**src/rtl/keypad_pkg.sv**
```systemverilog
// Shared keypad definitions: matrix one-hot encodings, key index limits and emulator states.
package keypad_pkg;

    localparam logic [3:0] ROW_ONEHOT [0:3] = '{4'b1000, 4'b0100, 4'b0010, 4'b0001};
    localparam logic [2:0] COL_ONEHOT [0:2] = '{3'b100, 3'b010, 3'b001};
    localparam logic [3:0] KEY_IDX_MAX = 4'd11;

    typedef enum logic [1:0] {
        StIdle,
        StPress,
        StRelease
    } emu_state_e;

    function automatic logic [1:0] idx_to_row(input logic [3:0] idx);
        return 2'(idx / 4'd3);
    endfunction

    function automatic logic [1:0] idx_to_col(input logic [3:0] idx);
        return 2'(idx % 4'd3);
    endfunction

endpackage

```
**src/rtl/keypad_matrix_emulator_if.sv**
```systemverilog
// Command handshake, matrix lines and status of the keypad matrix emulator.
interface keypad_matrix_emulator_if;
    logic       cmd_valid;
    logic       cmd_ready;
    logic [3:0] cmd_key;
    logic [3:0] key_row;
    logic [2:0] key_col;
    logic       busy;
    logic       done;
    logic       cmd_err;
    logic [7:0] press_count;

    modport master (
        output cmd_valid, cmd_key, key_row,
        input  cmd_ready, key_col, busy, done, cmd_err, press_count
    );

    modport slave (
        input  cmd_valid, cmd_key, key_row,
        output cmd_ready, key_col, busy, done, cmd_err, press_count
    );
endinterface

```
**src/rtl/keypad_hold_timer.sv**
```systemverilog
// Loadable down-counter that saturates at zero; zero flag marks the last cycle of a phase.
module keypad_hold_timer #(
    parameter int unsigned Width = 5
) (
    input  logic             clk,
    input  logic             rst,
    input  logic             load,
    input  logic [Width-1:0] load_val,
    input  logic             count_en,
    output logic             zero
);

    logic [Width-1:0] cnt_q;

    always_ff @(posedge clk or negedge rst) begin
        if (!rst) begin
            cnt_q <= '0;
        end else if (load) begin
            cnt_q <= load_val;
        end else if (count_en && (cnt_q != '0)) begin
            cnt_q <= cnt_q - 1'b1;
        end
    end

    assign zero = (cnt_q == '0);

endmodule

```
**src/rtl/keypad_matrix_emulator.sv**
```systemverilog
// Emulates one pressed switch of a 4x3 key matrix: press for HOLD_CYCLES, release for GAP_CYCLES.
module keypad_matrix_emulator
    import keypad_pkg::*;
#(
    parameter int unsigned HOLD_CYCLES = 16,
    parameter int unsigned GAP_CYCLES  = 8
) (
    input logic                     clk,
    input logic                     rst,
    keypad_matrix_emulator_if.slave bus
);

    localparam int unsigned MaxCycles  = (HOLD_CYCLES > GAP_CYCLES) ? HOLD_CYCLES : GAP_CYCLES;
    localparam int unsigned TimerWidth = $clog2(MaxCycles + 1);
    localparam logic [TimerWidth-1:0] HoldLoad = TimerWidth'(HOLD_CYCLES - 1);
    localparam logic [TimerWidth-1:0] GapLoad  = TimerWidth'(GAP_CYCLES - 1);

    emu_state_e               state_q;
    logic [1:0]               row_q;
    logic [1:0]               col_q;
    logic                     done_q;
    logic                     cmd_err_q;
    logic [7:0]               press_count_q;
    logic                     cmd_fire;
    logic                     cmd_legal;
    logic                     timer_load;
    logic [TimerWidth-1:0]    timer_load_val;
    logic                     timer_zero;

    assign cmd_fire  = bus.cmd_valid && (state_q == StIdle);
    assign cmd_legal = (bus.cmd_key <= KEY_IDX_MAX);

    always_comb begin
        timer_load     = 1'b0;
        timer_load_val = HoldLoad;
        if (cmd_fire && cmd_legal) begin
            timer_load = 1'b1;
        end else if ((state_q == StPress) && timer_zero) begin
            timer_load     = 1'b1;
            timer_load_val = GapLoad;
        end
    end

    keypad_hold_timer #(
        .Width (TimerWidth)
    ) u_hold_timer (
        .clk      (clk),
        .rst      (rst),
        .load     (timer_load),
        .load_val (timer_load_val),
        .count_en (state_q != StIdle),
        .zero     (timer_zero)
    );

    always_ff @(posedge clk or negedge rst) begin
        if (!rst) begin
            state_q       <= StIdle;
            row_q         <= 2'd0;
            col_q         <= 2'd0;
            done_q        <= 1'b0;
            cmd_err_q     <= 1'b0;
            press_count_q <= 8'd0;
        end else begin
            done_q    <= 1'b0;
            cmd_err_q <= 1'b0;
            unique case (state_q)
                StIdle: begin
                    if (cmd_fire) begin
                        if (cmd_legal) begin
                            row_q   <= idx_to_row(bus.cmd_key);
                            col_q   <= idx_to_col(bus.cmd_key);
                            state_q <= StPress;
                        end else begin
                            cmd_err_q <= 1'b1;
                        end
                    end
                end
                StPress: begin
                    if (timer_zero) begin
                        state_q <= StRelease;
                    end
                end
                StRelease: begin
                    if (timer_zero) begin
                        state_q       <= StIdle;
                        done_q        <= 1'b1;
                        press_count_q <= press_count_q + 8'd1;
                    end
                end
                default: state_q <= StIdle;
            endcase
        end
    end

    // Contact closes only while the scanner drives exactly the latched row.
    assign bus.key_col = ((state_q == StPress) && (bus.key_row == ROW_ONEHOT[row_q]))
                         ? COL_ONEHOT[col_q] : 3'b000;

    assign bus.cmd_ready   = (state_q == StIdle);
    assign bus.busy        = (state_q != StIdle);
    assign bus.done        = done_q;
    assign bus.cmd_err     = cmd_err_q;
    assign bus.press_count = press_count_q;

endmodule

```
**src/flat_wrapper.sv**
```systemverilog
// flat-port wrapper written by rule: the top's interface ports become plain ports
module keypad_matrix_emulator_flat import keypad_pkg::*;
#(
    parameter int unsigned HOLD_CYCLES = 16,
    parameter int unsigned GAP_CYCLES  = 8
)
  (clk, rst, bus_cmd_valid, bus_cmd_key, bus_key_row, bus_cmd_ready, bus_key_col, bus_busy, bus_done, bus_cmd_err, bus_press_count);
  keypad_matrix_emulator_if bus_i ();
  input logic clk;
  input logic rst;
  input wire logic [$bits(bus_i.cmd_valid)-1:0] bus_cmd_valid;
  input wire logic [$bits(bus_i.cmd_key)-1:0] bus_cmd_key;
  input wire logic [$bits(bus_i.key_row)-1:0] bus_key_row;
  output wire logic [$bits(bus_i.cmd_ready)-1:0] bus_cmd_ready;
  output wire logic [$bits(bus_i.key_col)-1:0] bus_key_col;
  output wire logic [$bits(bus_i.busy)-1:0] bus_busy;
  output wire logic [$bits(bus_i.done)-1:0] bus_done;
  output wire logic [$bits(bus_i.cmd_err)-1:0] bus_cmd_err;
  output wire logic [$bits(bus_i.press_count)-1:0] bus_press_count;
  assign bus_i.cmd_valid = bus_cmd_valid;
  assign bus_i.cmd_key = bus_cmd_key;
  assign bus_i.key_row = bus_key_row;
  assign bus_cmd_ready = bus_i.cmd_ready;
  assign bus_key_col = bus_i.key_col;
  assign bus_busy = bus_i.busy;
  assign bus_done = bus_i.done;
  assign bus_cmd_err = bus_i.cmd_err;
  assign bus_press_count = bus_i.press_count;
  keypad_matrix_emulator #(.HOLD_CYCLES(HOLD_CYCLES), .GAP_CYCLES(GAP_CYCLES)) u_core (.clk(clk), .rst(rst), .bus(bus_i));
endmodule
```
**config.mk**
```make
export PLATFORM = sky130hd
export DESIGN_NAME = keypad_matrix_emulator_flat
export DESIGN_NICKNAME = d
export VERILOG_FILES = /design/src/rtl/keypad_pkg.sv /design/src/rtl/keypad_matrix_emulator_if.sv /design/src/rtl/keypad_hold_timer.sv /design/src/rtl/keypad_matrix_emulator.sv /design/src/flat_wrapper.sv
export SDC_FILE = /design/constraint.sdc
export NUM_CORES = 1
export LEC_CHECK = 0
export ABC_AREA = 1
export ABC_CLOCK_PERIOD_IN_PS = 4100
export CAP_MARGIN = 15
export CORE_ASPECT_RATIO = 0.5
export CORE_MARGIN = 10
export CORE_UTILIZATION = 45
export CTS_BUF_LIST = sky130_fd_sc_hd__clkbuf_8 sky130_fd_sc_hd__clkbuf_16
export CTS_CLUSTER_SIZE = 20
export DETAILED_ROUTE_END_ITERATION = 6
export PLACE_DENSITY = 0.69
export SYNTH_ARGS = -nofsm -noshare
export SYNTH_HDL_FRONTEND = slang
export SYNTH_SLANG_ARGS = --single-unit
```
**constraint.sdc**
```tcl
create_clock -name clk -period 4.1 [get_ports clk]
set_input_delay 0.82 -clock clk [delete_from_list [all_inputs] [get_ports clk]]
set_output_delay 0.82 -clock clk [all_outputs]
set_load 0.01 [all_outputs]
```
==> summary.txt, run 1 <==
Outcome
  • Status: finished clean

Route
  • Initial DRC count: 20
  • Vias per cell: 4.604
  • Number of remaining DRC errors: 0
  • ANT nets after route: 0
  • Via count: 1036
  • Drt pass-1 iters: 4
  • WL/cell: 10.73 µm
  • Drt total wl: 2414 µm

STA
  • Fin Setup TNS: 0 ns
  • Slew HR: 0.3876
  • Tcrit/Tclk final: 0.7982
  • Worst Tran Pin Value: 0.9158 ns
  • Tmin final: 3.272 ns
  • Final setup violation count: 0
  • Final hold violations: 0
  • Hold_ws: 0.4909 ns
  • Max Slew Vio Count: 0
  • F_max: 305.6 MHz
  • Setup Skew: 0.001212 ns
  • RSZ-0062 raised after global routing: false

Floorplan
  • Area of the die: 5453 µm²
  • Die X: 94.91 µm
  • Core footprint: 2635 µm²
  • Die Ht: 57.46 µm
  • Ports: 26
  • Initial cell density of the core: 0.4791
  • # rows: 13

Clocking
  • CTS tree: yes
  • Clock buffer depth: 2
  • PostCTS Resize Cnt: 0
  • Hold buffers post-CTS: 0
  • Inserted Clock Buffers: 3
  • Clk slew on worst S/H paths: 0.07 ns
  • Clock latency on the worst-skew pair: 0.26 ns
  • Clock Sinks: 21
  • CTS root buf: clkbuf_8
  • Postcts setup bufs: 0
  • H-Tree Depth: 1

Critical path
  • Depth of the worst register-to-register path: 9
  • Crit path required time: 3.28 ns
  • Startpoint class of the critical path: primary input
  • CP Max Fanout: 3
  • Reg-to-Reg Start: u_core.u_hold_timer.cnt_q[0]$_DFFE_PN0P_
  • FF-to-FF setup slack: 2.54 ns
  • Crit path kind: primary input to primary output
  • R2R Path End: u_core.u_hold_timer.cnt_q[3]$_DFFE_PN0P_
  • CP arrival: 2.45 ns
  • Crit end category: primary output

Yosys
  • Post-synth top area share: 0.4163
  • Post-Syn Instances: 159
  • Biggest area consumer among synthesized cells: dfrtp_1
  • Count of cell types in the netlist: 23
  • Sequential fraction of the synthesis area: 0.4163
  • Mapped cell area: 1262 µm²
  • Top post-synthesis cells by area: dfrtp_1 (42%), nand2_1 (10%), inv_1 (8.3%), nand3_1 (5.9%), ha_1 (5.0%)
  • Average size of a mapped cell: 7.940 µm²
  • Synth warn: 0
  • Synthesis-stage register bit count: 21
  • Syn_nets: 175

Worst hold path
  • Worst Hold End: u_core.bus.press_count[6]$_DFFE_PN0P_
  • Min-Delay Path Class: flop to flop
  • Hold wc startpoint: u_core.bus.press_count[6]$_DFFE_PN0P_
  • Hold depth: 1

Power
  • Worst vdd ir: 0.1505 mV
  • LEAKAGE: 0.7981 nW
  • P per Cell Area: 425.6 nW/µm²

Placement
  • Area after DPL: 1559 µm²
  • I/O Buffers: 25
  • Post-DP HPWL: 1992 µm
  • GPL Wtd Cong: 0.7913

Global route
  • First-pass GRT wire length: 4195 µm
  • GRT Total Usage: 0.09326
  • Total grt overflow: 0
  • Largest net degree at the start of global routing: 22
  • Vias in the first global route: 960
  • Initial antenna violation count: 0

Layout
  • Layout cells sized above 1: 0.1170
  • Antenna cells: 0
  • Fin area: 1605 µm²
  • Final nets: 205
  • Synthesis-to-finish area growth: 27.16%

Run
  • Max-cap violations: 0
## cells in the final DEF (no fill, tap or decap), drive strengths merged, types with 2 or more instances in the layout
| cell | synthesis | final |
|---|---|---|
| o22ai | 2 | 2 |
| o21ai | 8 | 8 |
| nand3 | 17 | 17 |
| clkdlybuf4s50 | 0 | 25 |
| xnor2 | 2 | 2 |
| a21oi | 3 | 3 |
| dfrtp | 21 | 21 |
| xor2 | 5 | 5 |
| inv | 30 | 30 |
| nand2 | 41 | 41 |
| nor2 | 20 | 20 |
| clkbuf | 0 | 3 |
| a21boi | 2 | 2 |
| nor3 | 2 | 2 |
| ha | 5 | 5 |
## cell usage after synthesis (all sizes together)
master / number
nor3: 2
inv: 30
nand2: 41
o21ai: 8
a31oi: 1
dfrtp: 21
o22ai: 2
a21boi: 2
a21oi: 3
nor2: 20
xor2: 5
ha: 5
xnor2: 2
nand3: 17
## state kept, by name (all words and copies together), names as in the netlist
| register | count |
|---|---|
| u_core.bus.press_count | 8 |
| u_core.u_hold_timer.cnt_q | 5 |
| u_core.col_q | 2 |
| u_core.row_q | 2 |
| u_core.state_q | 2 |
| u_core.bus.cmd_err | 1 |
| u_core.bus.done | 1 |
## metrics by stage
stage | instances | util | power, mW | worst slack (ns)
3_5_place_dp | 221 | 0.5916 | 0.5543 | 0.8129
3_3_place_gp | 221 | 0.5916 | 0.5476 | 0.9449
6_report | 225 | 0.6092 | 0.6832 | 0.8276
4_1_cts | 225 | 0.6092 | 0.6922 | 0.8092
5_1_grt | 225 | 0.6092 | 0.7491 | 0.7133
2_1_floorplan | 159 | - | 0.4701 | 1.827
## cell families after synthesis
logic type	Yosys count	synth area share
fa+ha+maj	5	0.04955
compound gates	16	0.08226
buf+inv	30	0.08920
simple gates	80	0.3142
flops	21	0.4163
xor+xnor	7	0.04856
## power breakdown
group	total, mW	switching, mW	internal (mW)
Combinational	0.261	0.152	0.109
Clock	0.135	0.0672	0.0677
Sequential	0.288	0.0354	0.252
Total	0.683	0.254	0.429
## area by class of cell
type / count / area [µm²]
Clock buffer: 3 / 41.29
Timing Repair Buffer: 25 / 250.2
Clock inverter: 1 / 5.005
Inverter: 30 / 112.6
Fill cell: 255 / 1030
Sequential cell: 21 / 525.5
Multi-Input combinational cell: 108 / 624.3
Tap cell: 37 / 46.29
## per-layer routing
layer  up-vias  part of all wire  GRT usage
met4         0             0.013    0.02542
met3         4             0.049    0.02868
li1        552                 -          -
met1       461              0.46     0.1034
met5         -                 0          0
met2        19              0.48     0.1693
## critical path, stage by stage
cell	delay (ns)
clkdlybuf4s50_1	0.41
nor2_1	0.12
o21ai_0	0.09
nor2_1	0.11
nand3_1	0.13
nor3_1	0.18
clkdlybuf4s50_1	0.58
## how the worst max path moves through the flow
stage / startpoint / to / slack (ns) / cells past startpoint
finish: bus_key_row[2] / bus_key_col[0] / 0.83 / 7
global route: bus_key_row[0] / bus_key_col[0] / 0.71 / 7
CTS: bus_key_row[2] / bus_key_col[0] / 0.81 / 7
detailed placement: bus_key_row[2] / bus_key_col[0] / 0.81 / 7
global placement: bus_key_row[0] / bus_key_col[2] / 0.94 / 7
floorplan: bus_key_row[2] / bus_key_col[0] / 1.83 / 5
Power figures use the tool's default switching activity.
==> inputs of run 2 (changes only) <==
- ABC_CLOCK_PERIOD_IN_PS: 4100 -> 3400
- clock period: 4.1 -> 3.4 ns (I/O delays scaled with it)
==> summary.txt, run 2 (synthesis gave the netlist of run 1 again) <==
Layout
  • Commonest non-fill, non-tap cell in the layout: nand2_1
  • Fill count: 268 (+5.1%)
  • Synthesis-to-finish area growth: 27.16% (unchanged)
  • Utilization after layout: 0.6092 (unchanged)
  • Final nets: 205 (unchanged)
  • Max reg flops: 8 (unchanged)
  • Sequential cell area: 525.5 µm² (unchanged)
  • Layout cells sized above 1: 0.1170 (unchanged)
  • Footprint of the multi-input gates: 624.3 µm² (unchanged)
  • Antenna cells: 0 (unchanged)
  • Most frequent cells in the layout: nand2_1 (34), inv_1 (28), clkdlybuf4s50_1 (25), dfrtp_1 (21)

STA
  • Tmin final: 2.957 ns
  • Hold_ws: 0.4910 ns (+0.0001110 ns)
  • Worst Tran Pin Value: 0.9210 ns (+0.005252 ns)
  • Max Slew Vio Count: 0 (unchanged)
  • Final worst slack: 0.4426 ns (-0.3850 ns)
  • Setup Skew: 0.003477 ns (+0.002265 ns)
  • Slew HR: 0.3841 (-0.003512)
  • Final setup violation count: 0 (unchanged)
  • F_max: 338.1 MHz
  • Fin Setup TNS: 0 ns (unchanged)
  • Tcrit/Tclk final: 0.8698
  • Final hold violations: 0 (unchanged)
  • RSZ-0062 raised after global routing: false

Floorplan
  • Initial cell density of the core: 0.4791 (unchanged)
  • Area of the die: 5453 µm² (unchanged)
  • Ports: 26 (unchanged)
  • Die X: 94.91 µm (unchanged)
  • # rows: 13 (unchanged)
  • Core footprint: 2635 µm² (unchanged)
  • Die Ht: 57.46 µm (unchanged)

Critical path
  • Crit path required time: 2.72 ns (-0.56 ns)
  • CP max stage delay: 0.58 ns (about the same)
  • CP arrival: 2.28 ns (-0.17 ns)
  • Startpoint class of the critical path: primary input
  • Setup crit start: bus_key_row[0]
  • Depth of the worst register-to-register path: 9 (unchanged)
  • Critical Path End: bus_key_col[0]
  • R2R Path End: u_core.u_hold_timer.cnt_q[3]$_DFFE_PN0P_
  • FF-to-FF setup slack: 1.84 ns (-0.70 ns)
  • Crit end category: primary output
  • CP Max Fanout: 3 (unchanged)
  • Crit path kind: primary input to primary output
  • CP max stage cell: clkdlybuf4s50_1
  • CP cell instances: clkdlybuf4s50_1 > nor2_1 > nor2_1 > nor2_1 > nand3_1 > nor3_1 > clkdlybuf4s50_1
  • Reg-to-Reg Start: u_core.u_hold_timer.cnt_q[0]$_DFFE_PN0P_
  • Crit path top cell by count: nor2_1

Power
  • Net Sw Frac: 0.3729 (+0.0004971)
  • Comb power frac: 0.381 (about the same)
  • Clock Power Share: 0.197 (about the same)
  • P per Cell Area: 513.6 nW/µm² (+21%)
  • Worst vdd ir: 0.1835 mV (+22%)
  • Internal: 0.5170 mW (+21%)
  • Net load switching power: 0.3074 mW (+21%)
  • LEAKAGE: 0.7981 nW (unchanged)
  • Reg power frac: 0.422 (about the same)

Route
  • Vias per cell: 4.649 (+0.97%)
  • Initial DRC count: 29 (+45%)
  • Drt pass-1 iters: 4 (unchanged)
  • Via count: 1046 (+0.97%)
  • ANT nets after route: 0 (unchanged)
  • Drt total wl: 2456 µm (+1.7%)
  • Number of remaining DRC errors: 0 (unchanged)
  • WL/cell: 10.92 µm (+1.7%)

Global route
  • Initial antenna violation count: 0 (unchanged)
  • Total grt overflow: 0 (unchanged)
  • Largest net degree at the start of global routing: 22 (unchanged)
  • Vias in the first global route: 944 (-1.7%)
  • GRT Total Usage: 0.09353 (+0.0002695)
  • First-pass GRT wire length: 4167 µm (-0.67%)

Run
  • Max-cap violations: 0 (unchanged)

Clocking
  • Hold buffers post-CTS: 0 (unchanged)
  • Clock latency on the worst-skew pair: 0.26 ns (about the same)
  • Clk slew on worst S/H paths: 0.08 ns (about the same)
  • PostCTS Resize Cnt: 0 (unchanged)
  • Clock buffer depth: 2 (unchanged)
  • CTS tree: yes
  • H-Tree Depth: 1 (unchanged)
  • Clock Sinks: 21 (unchanged)
  • CTS root buf: clkbuf_8
  • Inserted Clock Buffers: 3 (unchanged)
  • Postcts setup bufs: 0 (unchanged)

Placement
  • Dpl ws: 0.4213 ns (-0.3916 ns)
  • GPL Wtd Cong: 0.7918 (about the same)
  • Post-DP HPWL: 1984 µm (-0.38%)
  • I/O Buffers: 25 (unchanged)

Worst hold path
  • Min-Delay Path Class: flop to flop

Outcome
  • Status: finished clean
==> run 2: cell counts in the layout (fill, tap and decap cells not counted) <==
Identical to the previous run, type by type.
==> run 2: metrics by stage <==
step / power (mW) / instances / cell area, µm²
final: 0.8244 / 225 / 1605
after global routing: 0.9020 / 225 / 1605
after CTS: 0.8318 / 225 / 1605
after detailed placement: 0.6675 / 221 / 1559
after global placement: 0.6603 / 221 / 1559
after floorplan: 0.5669 / 159 / 1262
==> run 2: power groups by stage <==
stage               sequential [mW]  clock (mW)  combinational (mW)
floorplan                     0.341           0               0.226
global placement              0.350           0               0.310
detailed placement            0.350           0               0.317
CTS                           0.347       0.167               0.317
global route                  0.357       0.181               0.365
finish                        0.348       0.163               0.314
==> run 2: critical path, delay by kind of cell <==
family                 cells  cell delay (ns)
buffers and inverters      2             1.00
AND/OR/NAND/NOR            5             0.60
==> run 2: how the worst min path moves through the flow <==
stage	startpoint	endpoint	cells past startpoint
after global placement	u_core.u_hold_timer.cnt_q[2]$_DFFE_PN0P_	u_core.u_hold_timer.cnt_q[2]$_DFFE_PN0P_	2
after global routing	u_core.bus.press_count[4]$_DFFE_PN0P_	u_core.bus.press_count[4]$_DFFE_PN0P_	1
after CTS	u_core.bus.press_count[6]$_DFFE_PN0P_	u_core.bus.press_count[6]$_DFFE_PN0P_	1
final	u_core.bus.press_count[6]$_DFFE_PN0P_	u_core.bus.press_count[6]$_DFFE_PN0P_	1
after detailed placement	u_core.bus.press_count[6]$_DFFE_PN0P_	u_core.bus.press_count[6]$_DFFE_PN0P_	1
after floorplan	rst	u_core.bus.cmd_err$_DFF_PN0_	0
==> run 2: area by class of cell <==
| cell class | count | share of cell area |
|---|---|---|
| Inverter | 30 | 0.07015 |
| Sequential cell | 21 | 0.3274 |
| Tap cell | 37 | 0.02884 |
| Multi-Input combinational cell | 108 | 0.3889 |
| Timing Repair Buffer | 25 | 0.1559 |
| Clock buffer | 3 | 0.02572 |
| Clock inverter | 1 | 0.003118 |
==> run 2: layer usage <==
layer,global-route usage,vias to the layer above,routed length [µm]
met5,0,-,0
met4,0.02542,0,31
met3,0.02738,4,123
met2,0.1654,21,1153
met1,0.1079,470,1147
li1,-,551,-
==> inputs of run 3 (changes only) <==
- CTS_BUF_LIST: sky130_fd_sc_hd__clkbuf_8 sky130_fd_sc_hd__clkbuf_16 -> sky130_fd_sc_hd__clkbuf_8
- SKIP_LAST_GASP: not set -> 1
==> results of run 3 <==
The final DEF is identical to that of run 2; final timing and power are the same.
